[src/rtl/instr_fetch.sv]
// Instruction fetch unit: owns the PC, issues one word read at a time to
// instruction memory and queues {pc, instr} pairs toward decode.
module instr_fetch #(
  parameter logic [31:0] RESET_PC   = 32'h0000_0000,
  parameter int          FIFO_DEPTH = 2
) (
  input  logic        CLK,
  input  logic        RST_N,
  output logic        MEM_REQ,
  output logic [31:0] MEM_ADDR,
  input  logic        MEM_GNT,
  input  logic [31:0] MEM_RDATA,
  input  logic        MEM_RVALID,
  input  logic        REDIRECT,
  input  logic [31:0] REDIRECT_PC,
  output logic        INSTR_VALID,
  input  logic        INSTR_READY,
  output logic [31:0] INSTR_OUT,
  output logic [31:0] PC_OUT
);

  localparam int PTR_W = (FIFO_DEPTH > 1) ? $clog2(FIFO_DEPTH) : 1;
  localparam int CNT_W = PTR_W + 1;

  typedef enum logic [1:0] {S_IDLE, S_WAIT, S_DROP} state_t;

  typedef struct packed {
    logic [31:0] pc;
    logic [31:0] instr;
  } fetch_entry_t;

  state_t              state_q,    state_d;
  logic [31:0]         fetch_pc_q, fetch_pc_d;
  logic [31:0]         req_pc_q,   req_pc_d;
  logic [PTR_W-1:0]    rd_ptr_q,   rd_ptr_d;
  logic [PTR_W-1:0]    wr_ptr_q,   wr_ptr_d;
  logic [CNT_W-1:0]    count_q,    count_d;
  fetch_entry_t        fifo_q [FIFO_DEPTH];
  fetch_entry_t        fifo_d [FIFO_DEPTH];

  logic issue, push, pop, not_full, head_vld;
  logic unused_redir_lsb;

  assign unused_redir_lsb = ^REDIRECT_PC[1:0];

  assign not_full = (count_q < CNT_W'(FIFO_DEPTH));
  assign head_vld = (count_q != '0);

  // RST_N gating keeps the request quiet while reset is held; everything
  // else on the request side comes from registers.
  assign MEM_REQ  = RST_N & (state_q == S_IDLE) & not_full;
  assign MEM_ADDR = fetch_pc_q;

  assign INSTR_VALID = head_vld;
  assign INSTR_OUT   = head_vld ? fifo_q[rd_ptr_q].instr : 32'h0;
  assign PC_OUT      = head_vld ? fifo_q[rd_ptr_q].pc    : 32'h0;

  assign issue = MEM_REQ & MEM_GNT;
  assign push  = (state_q == S_WAIT) & MEM_RVALID & ~REDIRECT;
  assign pop   = head_vld & INSTR_READY & ~REDIRECT;

  always_comb begin
    state_d    = state_q;
    fetch_pc_d = fetch_pc_q;
    req_pc_d   = req_pc_q;
    unique case (state_q)
      S_IDLE: begin
        if (issue) begin
          req_pc_d = fetch_pc_q;
          state_d  = REDIRECT ? S_DROP : S_WAIT;
          if (!REDIRECT) fetch_pc_d = fetch_pc_q + 32'd4;
        end
      end
      S_WAIT: begin
        if (MEM_RVALID)    state_d = S_IDLE;
        else if (REDIRECT) state_d = S_DROP;
      end
      S_DROP: begin
        if (MEM_RVALID) state_d = S_IDLE;
      end
      default: state_d = S_IDLE;
    endcase
    if (REDIRECT) fetch_pc_d = {REDIRECT_PC[31:2], 2'b00};
  end

  // A redirect empties the queue outright; the same-cycle push/pop are lost.
  always_comb begin
    fifo_d   = fifo_q;
    rd_ptr_d = rd_ptr_q;
    wr_ptr_d = wr_ptr_q;
    count_d  = count_q;
    if (REDIRECT) begin
      rd_ptr_d = '0;
      wr_ptr_d = '0;
      count_d  = '0;
    end else begin
      if (push) begin
        fifo_d[wr_ptr_q] = '{pc: req_pc_q, instr: MEM_RDATA};
        wr_ptr_d         = wr_ptr_q + PTR_W'(1);
      end
      if (pop) rd_ptr_d = rd_ptr_q + PTR_W'(1);
      count_d = count_q + CNT_W'(push) - CNT_W'(pop);
    end
  end

  always_ff @(posedge CLK) begin
    if (!RST_N) begin
      state_q    <= S_IDLE;
      fetch_pc_q <= RESET_PC;
      req_pc_q   <= RESET_PC;
      rd_ptr_q   <= '0;
      wr_ptr_q   <= '0;
      count_q    <= '0;
    end else begin
      state_q    <= state_d;
      fetch_pc_q <= fetch_pc_d;
      req_pc_q   <= req_pc_d;
      rd_ptr_q   <= rd_ptr_d;
      wr_ptr_q   <= wr_ptr_d;
      count_q    <= count_d;
    end
  end

  // Storage needs no reset: entries are only visible through count_q.
  always_ff @(posedge CLK) begin
    fifo_q <= fifo_d;
  end

endmodule

[config.mk]
export PLATFORM = sky130hd
export DESIGN_NAME = instr_fetch
export DESIGN_NICKNAME = d
export VERILOG_FILES = /design/src/rtl/instr_fetch.sv
export SDC_FILE = /design/constraint.sdc
export NUM_CORES = 1
export LEC_CHECK = 0
export BUFFER_PORTS_ARGS = -buffer_cell sky130_fd_sc_hd__buf_2
export CAP_MARGIN = 20
export CORE_MARGIN = 1.5
export CORE_UTILIZATION = 54
export CTS_CLUSTER_DIAMETER = 120
export DETAILED_ROUTE_END_ITERATION = 8
export GPL_ROUTABILITY_DRIVEN = 1
export PLACE_DENSITY_LB_ADDON = 0.1
export SYNTH_ARGS = -nofsm -noshare
export SYNTH_HDL_FRONTEND = slang
export SYNTH_SLANG_ARGS = --single-unit
[constraint.sdc]
create_clock -name CLK -period 4.5 [get_ports CLK]
set_input_delay 0.225 -clock CLK [delete_from_list [all_inputs] [get_ports CLK]]
set_output_delay 0.225 -clock CLK [all_outputs]
set_load 0.05 [all_outputs]
# Yosys cells after proc, flatten, opt, wreduce, memory -nomap -nowiden
# Index checks and enable logic that the tools add are counted.
# totals
ff_bits	198
latch_bits	0
ram_bits	0
rom_bits	0
out_inout_bits	98
wordCells	63
memories	0
# op_classes
n_addsub	5
multipliers	0
div	0
order_cmp	4
eq_ne	5
shifts	0
muxes	17
bitwise_logic	11
reduce_logical	10
# op_table
cell	n
$mux W64	4
$mux W32	5
$bwmux W128	1
$demux W64 S1	1
$add A32 B3 Y32 const B	1
$mux W2	5
$and A1 B1 Y1	7
$pmux W2 S3	1
$reduce_and A2 Y1	3
$reduce_bool A2 Y1	3
$ge A2 B2 Y1 const B	2
$ne A2 B2 Y1 const B	2
$not A1 Y2	2
$ne A3 B3 Y1 const B	1
$reduce_and A3 Y1	1
$add A1 B1 Y1 const B	2
$add A2 B1 Y2	1
$eq A2 B1 Y1 const B	1
$eq A2 B2 Y1 const B	1
$logic_not A2 Y1	1
$lt A2 B1 Y1 const B	1
$lt A2 B2 Y1 const B	1
$not A1 Y1	2
$reduce_or A2 Y1	1
other kinds (2)	2

# Longest topological paths before layout
# Gate-level depths: netlist of the first run.
# logic_depth
word_depth	7
mapped_depth	10
depth_no_buf	10

# Least setup slack after synthesis of the first run
# No wires, ideal clock.
# synth_path
path_type	input to register
start	input REDIRECT
end	register fifo_q[100] (netlist bit), enable pin
setup_ns	0.482
arrival_ns	3.527
required_ns	4.018
path_slack_ns	0.491
path_stages	4
n_path_buf	1
cell_sequence	clkbuf_1 nor4bb_1 inv_1 nor2_1
# synth_via
elab_chain_cells	3
# synth_lines
element	line	source
start: declaration	14	input logic REDIRECT,
$not A1 Y1 (no source line) *	n/a	
$and A1 B1 Y1	59	assign push = (state_q == S_WAIT) & MEM_RVALID & ~REDIRECT;
$reduce_and A2 Y1 (no source line) *	n/a	
end signal: assignment	126	fifo_q <= fifo_d;
end: declaration	38	fetch_entry_t fifo_q [FIFO_DEPTH];
# Mark *: on every way between the ends. The rest lies on a longest branch, timed or not.
# A chain may end at the register's enable or synchronous reset.

# Worst setup path in the final report of the first run
# layout_path
start	register state_q[1]
end	register fetch_pc_q[21] (netlist: MEM_ADDR[21])
# layout_via
elab_chain_cells	6
word_cells_on_any_way	7
classes_between	bitwise (3); reduce/logical (4)
# layout_lines
element	line	source
start: declaration	32	state_t state_q, state_d;
start signal: assignment	115	state_q <= state_d;
$logic_not A2 Y1 *	51, 66	
$and A1 B1 Y1 (2 in series)	51	assign MEM_REQ = RST_N & (state_q == S_IDLE) & not_full;
$and A1 B1 Y1	58	assign issue = MEM_REQ & MEM_GNT;
$reduce_bool A2 Y1 (no source line)	n/a	
$reduce_and A2 Y1 (no source line) *	n/a	
end signal: assignment	116	fetch_pc_q <= fetch_pc_d;
end: declaration	33	logic [31:0] fetch_pc_q, fetch_pc_d;
# Marked as above.

==> summary.txt, run 1 <==
Critical path
  – Worst-path maximum fanout: 19
  – WP buf/inv: 1
  – Req. time, crit path: 4.85 ns
  – CP endpoint kind: flip-flop
  – Worst Setup Path Type: flip-flop to flip-flop
  – CP delay by family, top: simple AND/OR/NAND/NOR gates
  – Critical Path Start: state_q[1]$_SDFFE_PN0P_
  – Kind of start point of the critical path: flip-flop
  – Crit path DAT: 3.02 ns
  – Reg2reg path depth: 5
  – Crit-path max cell delay: 0.75 ns
  – CP max-delay cell: or4b_1
  – R2R Setup Slk: between 1.5 and 2 ns
  – Worst R2R Start: state_q[1]$_SDFFE_PN0P_
  – Worst-path cell chain: or4b_1 > clkinv_2 > nand4_2 > or4_1 > a31oi_1
  – Stages on worst setup path: 5

Power
  – Leak pwr: 3.60 nW
  – VDD IR max: 265 µV
  – PwrDens: approximately 370 nW/µm²

Global route
  – Busiest grt layer: met2
  – Vias in the first global route: roughly 5500
  – Initial antenna violation count: 0
  – M3 GR Usage: 6.50%
  – Routing usage on met1: approximately 30%
  – Global-route wire length before repair: between 20000 and 30000 µm
  – GRT Util Overall: 23.3%
  – Total grt overflow: 0
  – Pin count of the biggest net entering global routing: 64
  – Met2 Use GR: 39.6%

Floorplan
  – Core area: 14000 µm²
  – Core Rows: 43
  – Die Area: 15300 µm²
  – Die X: 124 µm
  – Starting density of the core: a little under three fifths
  – Die H: 124 µm
  – IO Count: 168

Placement
  – Dpl cell area: 8810 µm²
  – Place WS: 1.83 ns
  – # port buffers: ~160
  – Final HPWL DP: 11400 µm
  – GPL Wtd Cong: 0.897

Timing
  – Final worst path period share: 59.4%
  – Count of final max-slew check failures: 0
  – PnR worst setup slack: 1.82 ns
  – Final hold slack: 0.0616 ns
  – Tmin final: 2.68 ns
  – Least-Margin Pin Slew: 1.12 ns
  – Setup violators final: 0
  – Hold Violations, Final: 0
  – Final TNS setup: 0 ns
  – Setup Skew: 0.00562 ns
  – Slew HR: 25.3%
  – RSZ-0062 raised after global routing: no
  – FMAX: approximately 370 MHz

Final layout
  – Layout cells sized above 1: 24.6%
  – Util after Layout: 69.0%
  – Most frequent cells in the layout: buf_2 (161), edfxtp_1 (124), nand2_1 (71)
  – Commonest non-fill, non-tap cell in the layout: buf_2
  – Final #Nets: 922
  – Final Cell Area: 9700 µm²
  – Area Overhead vs Synth: 23.0%
  – Layout fillers: 1078

Worst hold path
  – Hold Path Depth: 3
  – Hold Crit Start: REDIRECT_PC[18]
  – Worst Hold Class: input port to flip-flop

Clocking
  – Post CTS Setup Buffer Count: 0
  – Inserted Clock Buffers: 17
  – Bufs on Longest Clock Path: 2
  – CTS tree: yes
  – Clk slew on worst S/H paths: about 0.060 ns
  – Max H-tree Level: 4
  – Clock sinks: 190
  – Clock insertion delay at the later pin of the skew report: 0.42 ns
  – Root buffer cell: clkbuf_16

Routing
  – First-pass DRT Iterations: 5
  – WL final: approximately 17000 µm
  – Drt via density: 5.58
  – Via count: 5820
  – DRC: 0
  – Detailed-route wire length per cell: around 17 µm
  – DRT antenna net count: 0
  – Count of routing violations after the opening detailed-route iteration: 347

Logic synthesis
  – Avg Synthesized Cell Area: approximately 12 µm²
  – Synth warn: 0
  – Post-synth EDFFs: 124
  – Yosys cell types: 49
  – FF+latch count, synth: 190
  – Synth Cell Area: 7890 µm²
  – Gate count after technology mapping: 671
  – Synth Flop Type: edfxtp_1
  – Sequential share of the synthesized area: 64.0%
  – Post-synthesis async set-or-reset flop share: 0%

Run
  – Max_cap viols: 0

Outcome
  – Status: completed
-- synthesized netlist by cell type, drive strengths merged, types with 14 or more instances --
| library cell | n | area share, % |
|---|---|---|
| nand3 | 19 | 1.2 |
| nand4 | 16 | 1.3 |
| clkbuf | 30 | 1.4 |
| or4 | 14 | 1.4 |
| a31oi | 15 | 1.2 |
| mux2i | 62 | 7.9 |
| nor2 | 72 | 3.4 |
| dfxtp | 66 | 17 |
| a21oi | 40 | 2.5 |
| nand2 | 71 | 3.4 |
| buf | 15 | 1.0 |
| edfxtp | 124 | 47 |
| o21ai | 21 | 1.3 |
-- registers in the layout (all words and copies together) (netlist names) --
signal and count:
fifo_q 124, count_q 2, req_pc_q 30, rd_ptr_q 1
MEM_ADDR 30, state_q 2, wr_ptr_q 1
-- layer usage --
metal / wire length [µm] / vias to the layer above
met5: 0 / -
met4: 133 / 0
met3: 1280 / 12
met2: 8510 / 200
met1: 7550 / 2767
li1: - / 2841
-- what timing repair did --
item / CTS / global route
hold buffers: 32 / 0
endpoints found under the hold margin: 64 / 0
gates resized for setup: 0 / 0
-- logic make-up (layout without fill, tap and decap cells) --
logic type	count (synthesis)	count (layout)	synth area share [%]
and+or+nand+nor	242	242	15.1
DFF	190	190	64.0
AOI/OAI and AO/OA	108	108	8.39
muxes	62	62	7.87
buffers and inverters	54	242	2.92
xor gates and xnor gates	11	11	1.22
adders and majority gates	3	3	0.476
other	1	5	0.0476
-- worst min-delay path, delay by kind of cell --
family | cells | cell delay [ns]
AND/OR/NAND/NOR | 2 | 0.13
buffers and inverters | 1 | 0.10
-- report_power, final --
| part | internal, W | total (W) | switching [W] |
|---|---|---|---|
| Sequential | 0.00188 | 0.00193 | 0.0000471 |
| Combinational | 0.0000901 | 0.000269 | 0.000179 |
| Clock | 0.000765 | 0.00136 | 0.000599 |
| Total | 0.00274 | 0.00356 | 0.000825 |
-- through the flow --
stage	power [W]	instances
floorplan	0.00212	674
global placement	0.00220	977
detailed placement	0.00221	977
CTS	0.00358	1041
global route	0.00368	1042
finish	0.00356	1043
-- worst paths after layout --
| kind | end |
|---|---|
| min | MEM_ADDR[18]$_SDFFE_PN0P_ |
| min reg2reg | fifo_q[99]$_DFFE_PP_ |
| max reg2reg | MEM_ADDR[21]$_SDFFE_PN0P_ |
| max | MEM_ADDR[21]$_SDFFE_PN0P_ |
-- final cells by class --
class | count | area (µm²) | area share, %
Sequential cell | 190 | 5050 | 52.1
Multi-Input combinational cell | 430 | 2640 | 27.2
Clock buffer | 27 | 500 | 5.16
Antenna cell | 1 | 2.50 | 0.0258
Tap cell | 180 | 225 | 2.32
Timing Repair Buffer | 201 | 1210 | 12.4
Clock inverter | 5 | 37.5 | 0.387
Inverter | 9 | 35.0 | 0.361
Note: power is estimated with default switching activity, not from simulation.
==> run 2: changes to the inputs <==
--- a/config.mk
+++ b/config.mk
@@ -5,10 +5,11 @@
 export SDC_FILE = /design/constraint.sdc
 export NUM_CORES = 1
 export LEC_CHECK = 0
+export ABC_AREA = 1
 export BUFFER_PORTS_ARGS = -buffer_cell sky130_fd_sc_hd__buf_2
 export CAP_MARGIN = 20
 export CORE_MARGIN = 1.5
-export CORE_UTILIZATION = 54
+export CORE_UTILIZATION = 49
 export CTS_CLUSTER_DIAMETER = 120
 export DETAILED_ROUTE_END_ITERATION = 8
 export GPL_ROUTABILITY_DRIVEN = 1
==> constraint.sdc (replaced) <==
create_clock -name CLK -period 2.25 [get_ports CLK]
set_input_delay 0.1125 -clock CLK [delete_from_list [all_inputs] [get_ports CLK]]
set_output_delay 0.1125 -clock CLK [all_outputs]
set_load 0.05 [all_outputs]
==> run 2 against run 1 <==
  * Sequential power rose by 99%
  * Critical endpoint is now PC_OUT[18]
  * Global-route usage fell by 1.4 points
  * Largest cell class unchanged
  * Core utilization fell by 5.3 points
==> summary.txt, run 2 <==
Final layout
  – Area Overhead vs Synth: 26.0% (was 23.0%)
  – Most flops, register: fifo_q (unchanged)
  – Util after Layout: 63.7% (was 69.0%)
  – Commonest non-fill, non-tap cell in the layout: nand2_1 (was buf_2)
  – Most frequent cells in the layout: nand2_1 (267), buf_2 (161), edfxtp_1 (124) (was buf_2 (161), edfxtp_1 (124), nand2_1 (71))
  – Fin cells: 1287 (was 1043)
  – Register area: 5050 µm² (about the same)
  – Max FFs per register: 124 (unchanged)
  – Final Cell Area: 10200 µm² (was 9700 µm²)
  – Layout cells sized above 1: 22.0% (was 24.6%)
  – ANT cells: 0 (was 1)
  – Multi-input logic area: 2650 µm² (was 2640 µm²)
  – Final #Nets: 1131 (was 922)
  – Layout fillers: 1352 (was 1078)

Timing
  – Final worst path period share: 90.7%
  – Count of final max-slew check failures: 0 (unchanged)
  – Setup violators final: 0 (unchanged)
  – Final hold slack: 0.0144 ns (was 0.0616 ns)
  – Slew HR: 53.8% (was 25.3%)
  – Final TNS setup: 0 ns (unchanged)
  – Least-Margin Pin Slew: 0.694 ns (was 1.12 ns)
  – RSZ-0062 raised after global routing: no (unchanged)
  – Tmin final: around 2.0 ns
  – Setup Skew: 0.00797 ns (was 0.00562 ns)
  – FMAX: between 400 and 500 MHz
  – Hold Violations, Final: 0 (unchanged)

Routing
  – Count of routing violations after the opening detailed-route iteration: 397 (was 347)
  – First-pass DRT Iterations: 5 (unchanged)
  – DRC: 0 (unchanged)
  – DRT antenna net count: 0 (unchanged)
  – Detailed-route wire length per cell: 14.4 µm (was 16.7 µm)
  – Via count: 6378 (was 5820)
  – Drt via density: 4.96 (was 5.58)
  – WL final: 18500 µm (was 17500 µm)

Critical path
  – CP Capture Point: PC_OUT[18] (was MEM_ADDR[21]$_SDFFE_PN0P_)
  – RR Endpoint: count_q[1]$_SDFF_PP0_ (was MEM_ADDR[21]$_SDFFE_PN0P_)
  – R2R Setup Slk: 0.47 ns (was 1.82 ns)
  – Crit path DAT: 1.93 ns (was 3.02 ns)
  – CP endpoint kind: output port (was flip-flop)
  – Req. time, crit path: 2.14 ns (was 4.85 ns)
  – Kind of start point of the critical path: flip-flop (unchanged)
  – Worst-path maximum fanout: 62 (was 19)
  – Worst R2R Start: count_q[1]$_SDFF_PP0_ (was state_q[1]$_SDFFE_PN0P_)
  – Reg2reg path depth: 10 (was 5)
  – Critical Path Start: count_q[1]$_SDFF_PP0_ (was state_q[1]$_SDFFE_PN0P_)
  – Worst Setup Path Type: flip-flop to output port (was flip-flop to flip-flop)

Logic synthesis
  – Synth Flop Type: edfxtp_1 (unchanged)
  – Share of the synthesized area in the top cell type: 46.0% (was 47.2%)
  – Post-synthesis async set-or-reset flop share: 0% (unchanged)
  – Gate count after technology mapping: 861 (was 671)
  – Yosys cell types: 34 (was 49)
  – Most common cell in the netlist: nand2_1 (was edfxtp_1)
  – Sequential share of the synthesized area: 62.3% (was 64.0%)
  – Post-synth EDFFs: 124 (unchanged)
  – FF+latch count, synth: 190 (unchanged)
  – Commonest cells in the netlist: nand2_1 (267), edfxtp_1 (124), a21oi_1 (122), dfxtp_1 (66), nand3_1 (62) (was edfxtp_1 (124), nor2_1 (72), nand2_1 (71), dfxtp_1 (66), mux2i_1 (62))
  – Synth warn: 0 (unchanged)
  – Largest area contributor in the synthesized netlist: edfxtp_1 (unchanged)
  – Avg Synthesized Cell Area: 9.40 µm² (was 11.8 µm²)
  – Synth Cell Area: 8100 µm² (was 7890 µm²)
  – Top post-synthesis cells by area: edfxtp_1 (46%), dfxtp_1 (16%), nand2_1 (12%) (was edfxtp_1 (47%), dfxtp_1 (17%), mux2i_1 (7.9%))

Floorplan
  – Die X: 132 µm (was 124 µm)
  – Core Rows: 46 (was 43)
  – IO Count: 168 (unchanged)
  – Die Area: 17300 µm² (was 15300 µm²)
  – Core area: 16000 µm² (was 14000 µm²)
  – Die H: 132 µm (was 124 µm)
  – Starting density of the core: 50.6% (was 56.2%)

Placement
  – Dpl cell area: 9160 µm² (was 8810 µm²)
  – # port buffers: 161 (unchanged)
  – DP Cell Count: 1213 (was 977)
  – GPL Wtd Cong: 0.885 (was 0.897)
  – Final HPWL DP: 11800 µm (was 11400 µm)

Clocking
  – Post CTS Setup Buffer Count: 0 (unchanged)
  – Bufs on Longest Clock Path: 2 (unchanged)
  – Inserted Clock Buffers: 17 (unchanged)
  – CTS-repair resized insts: 0 (unchanged)
  – Clock insertion delay at the later pin of the skew report: 0.42 ns (about the same)
  – Clock sinks: 190 (unchanged)
  – Root buffer cell: clkbuf_16 (unchanged)
  – Clk slew on worst S/H paths: 0.06 ns (about the same)
  – Max H-tree Level: 4 (unchanged)
  – CTS tree: yes (unchanged)

Global route
  – Routing usage on met1: 30.0% (was 29.9%)
  – Met2 Use GR: 35.9% (was 39.6%)
  – M3 GR Usage: 3.86% (was 6.50%)
  – Global-route wire length before repair: 30100 µm (was 27100 µm)
  – GRT Util Overall: 21.9% (was 23.3%)
  – Initial antenna violation count: 0 (unchanged)
  – Vias in the first global route: 5947 (was 5492)
  – Total grt overflow: 0 (unchanged)
  – Pin count of the biggest net entering global routing: 63 (was 64)
  – Busiest grt layer: met2 (unchanged)

Outcome
  – Status: completed (unchanged)

Power
  – Leak pwr: 4.08 nW (was 3.60 nW)
  – VDD IR max: 484 µV (was 265 µV)
  – PwrDens: 742 nW/µm² (was 367 nW/µm²)

Worst hold path
  – Worst Hold Class: input port to flip-flop (unchanged)

Run
  – Max_cap viols: 0 (unchanged)
-- run 2: cell count changes after synthesis, moves of 13 or more --
cell,before,now
nand2_1,71,267
or4_1,13,0
mux2i_1,62,0
nand3_1,19,62
a21oi_1,40,122
nor2_1,72,44
nand4_1,15,2
inv_1,7,53
-- run 2: worst max-delay path, cell delays in order (launching register included) --
cell	delay, ns
dfxtp_1	0.39
nor2_4	0.14
buf_4	0.55
a21oi_1	0.14
buf_2	0.26
-- run 2: worst min-delay path by stage --
| stage | depth (start not counted) | end | slack [ns] | from |
|---|---|---|---|---|
| after global routing | 3 | MEM_ADDR[6]$_SDFFE_PN0P_ | 0.03 | RST_N |
| after CTS | 5 | MEM_ADDR[29]$_SDFFE_PN0P_ | 0.0005 | REDIRECT_PC[29] |
| final | 5 | MEM_ADDR[29]$_SDFFE_PN0P_ | 0.01 | REDIRECT_PC[29] |
| after detailed placement | 1 | fifo_q[68]$_DFFE_PP_ | 0.30 | MEM_RDATA[4] |
| after global placement | 1 | fifo_q[25]$_DFFE_PP_ | 0.30 | MEM_RDATA[25] |
| after floorplan | 0 | fifo_q[0]$_DFFE_PP_ | 0.21 | MEM_RDATA[0] |
-- run 2: area by class of cell --
cell class	instances	share of cell area, %
Clock buffer	19	4.24
Clock inverter	13	1.82
Inverter	57	2.10
Multi-Input combinational cell	571	26.0
Sequential cell	190	49.5
Tap cell	216	2.65
Timing Repair Buffer	221	13.7
-- run 2: repair_timing --
action,CTS,global route
hold buffers,42,0
setup endpoints to repair,0,0
endpoints found under the hold margin,74,0
-- run 2: layer usage --
metal,vias up,routed length (µm)
li1,3274,-
met4,0,261
met1,2899,8720
met2,188,8660
met3,17,909
met5,-,0
-- run 2: power breakdown --
group	internal, W	switching, W	total [W]
Sequential	0.00376	0.0000828	0.00385
Clock	0.00187	0.00126	0.00312
Combinational	0.000204	0.000396	0.000600
Total	0.00583	0.00174	0.00757
-- run 2: metrics by stage --
step                      power, W  worst slack, ns
after global placement     0.00446            0.497
after global routing       0.00780           0.0764
final                      0.00757            0.209
after detailed placement   0.00446            0.467
after CTS                  0.00762            0.173
after floorplan            0.00428           -0.447
-- run 2: cells by family after synthesis --
kind of cell             share of synthesized area [%]
XOR/XNOR                                          1.08
adder cells (fa/ha/maj)                          0.464
flip-flops                                        62.3
AO/OA/AOI/OAI                                     9.77
AND/OR/NAND/NOR                                   20.9
buffers and inverters                             5.39
other                                           0.0463
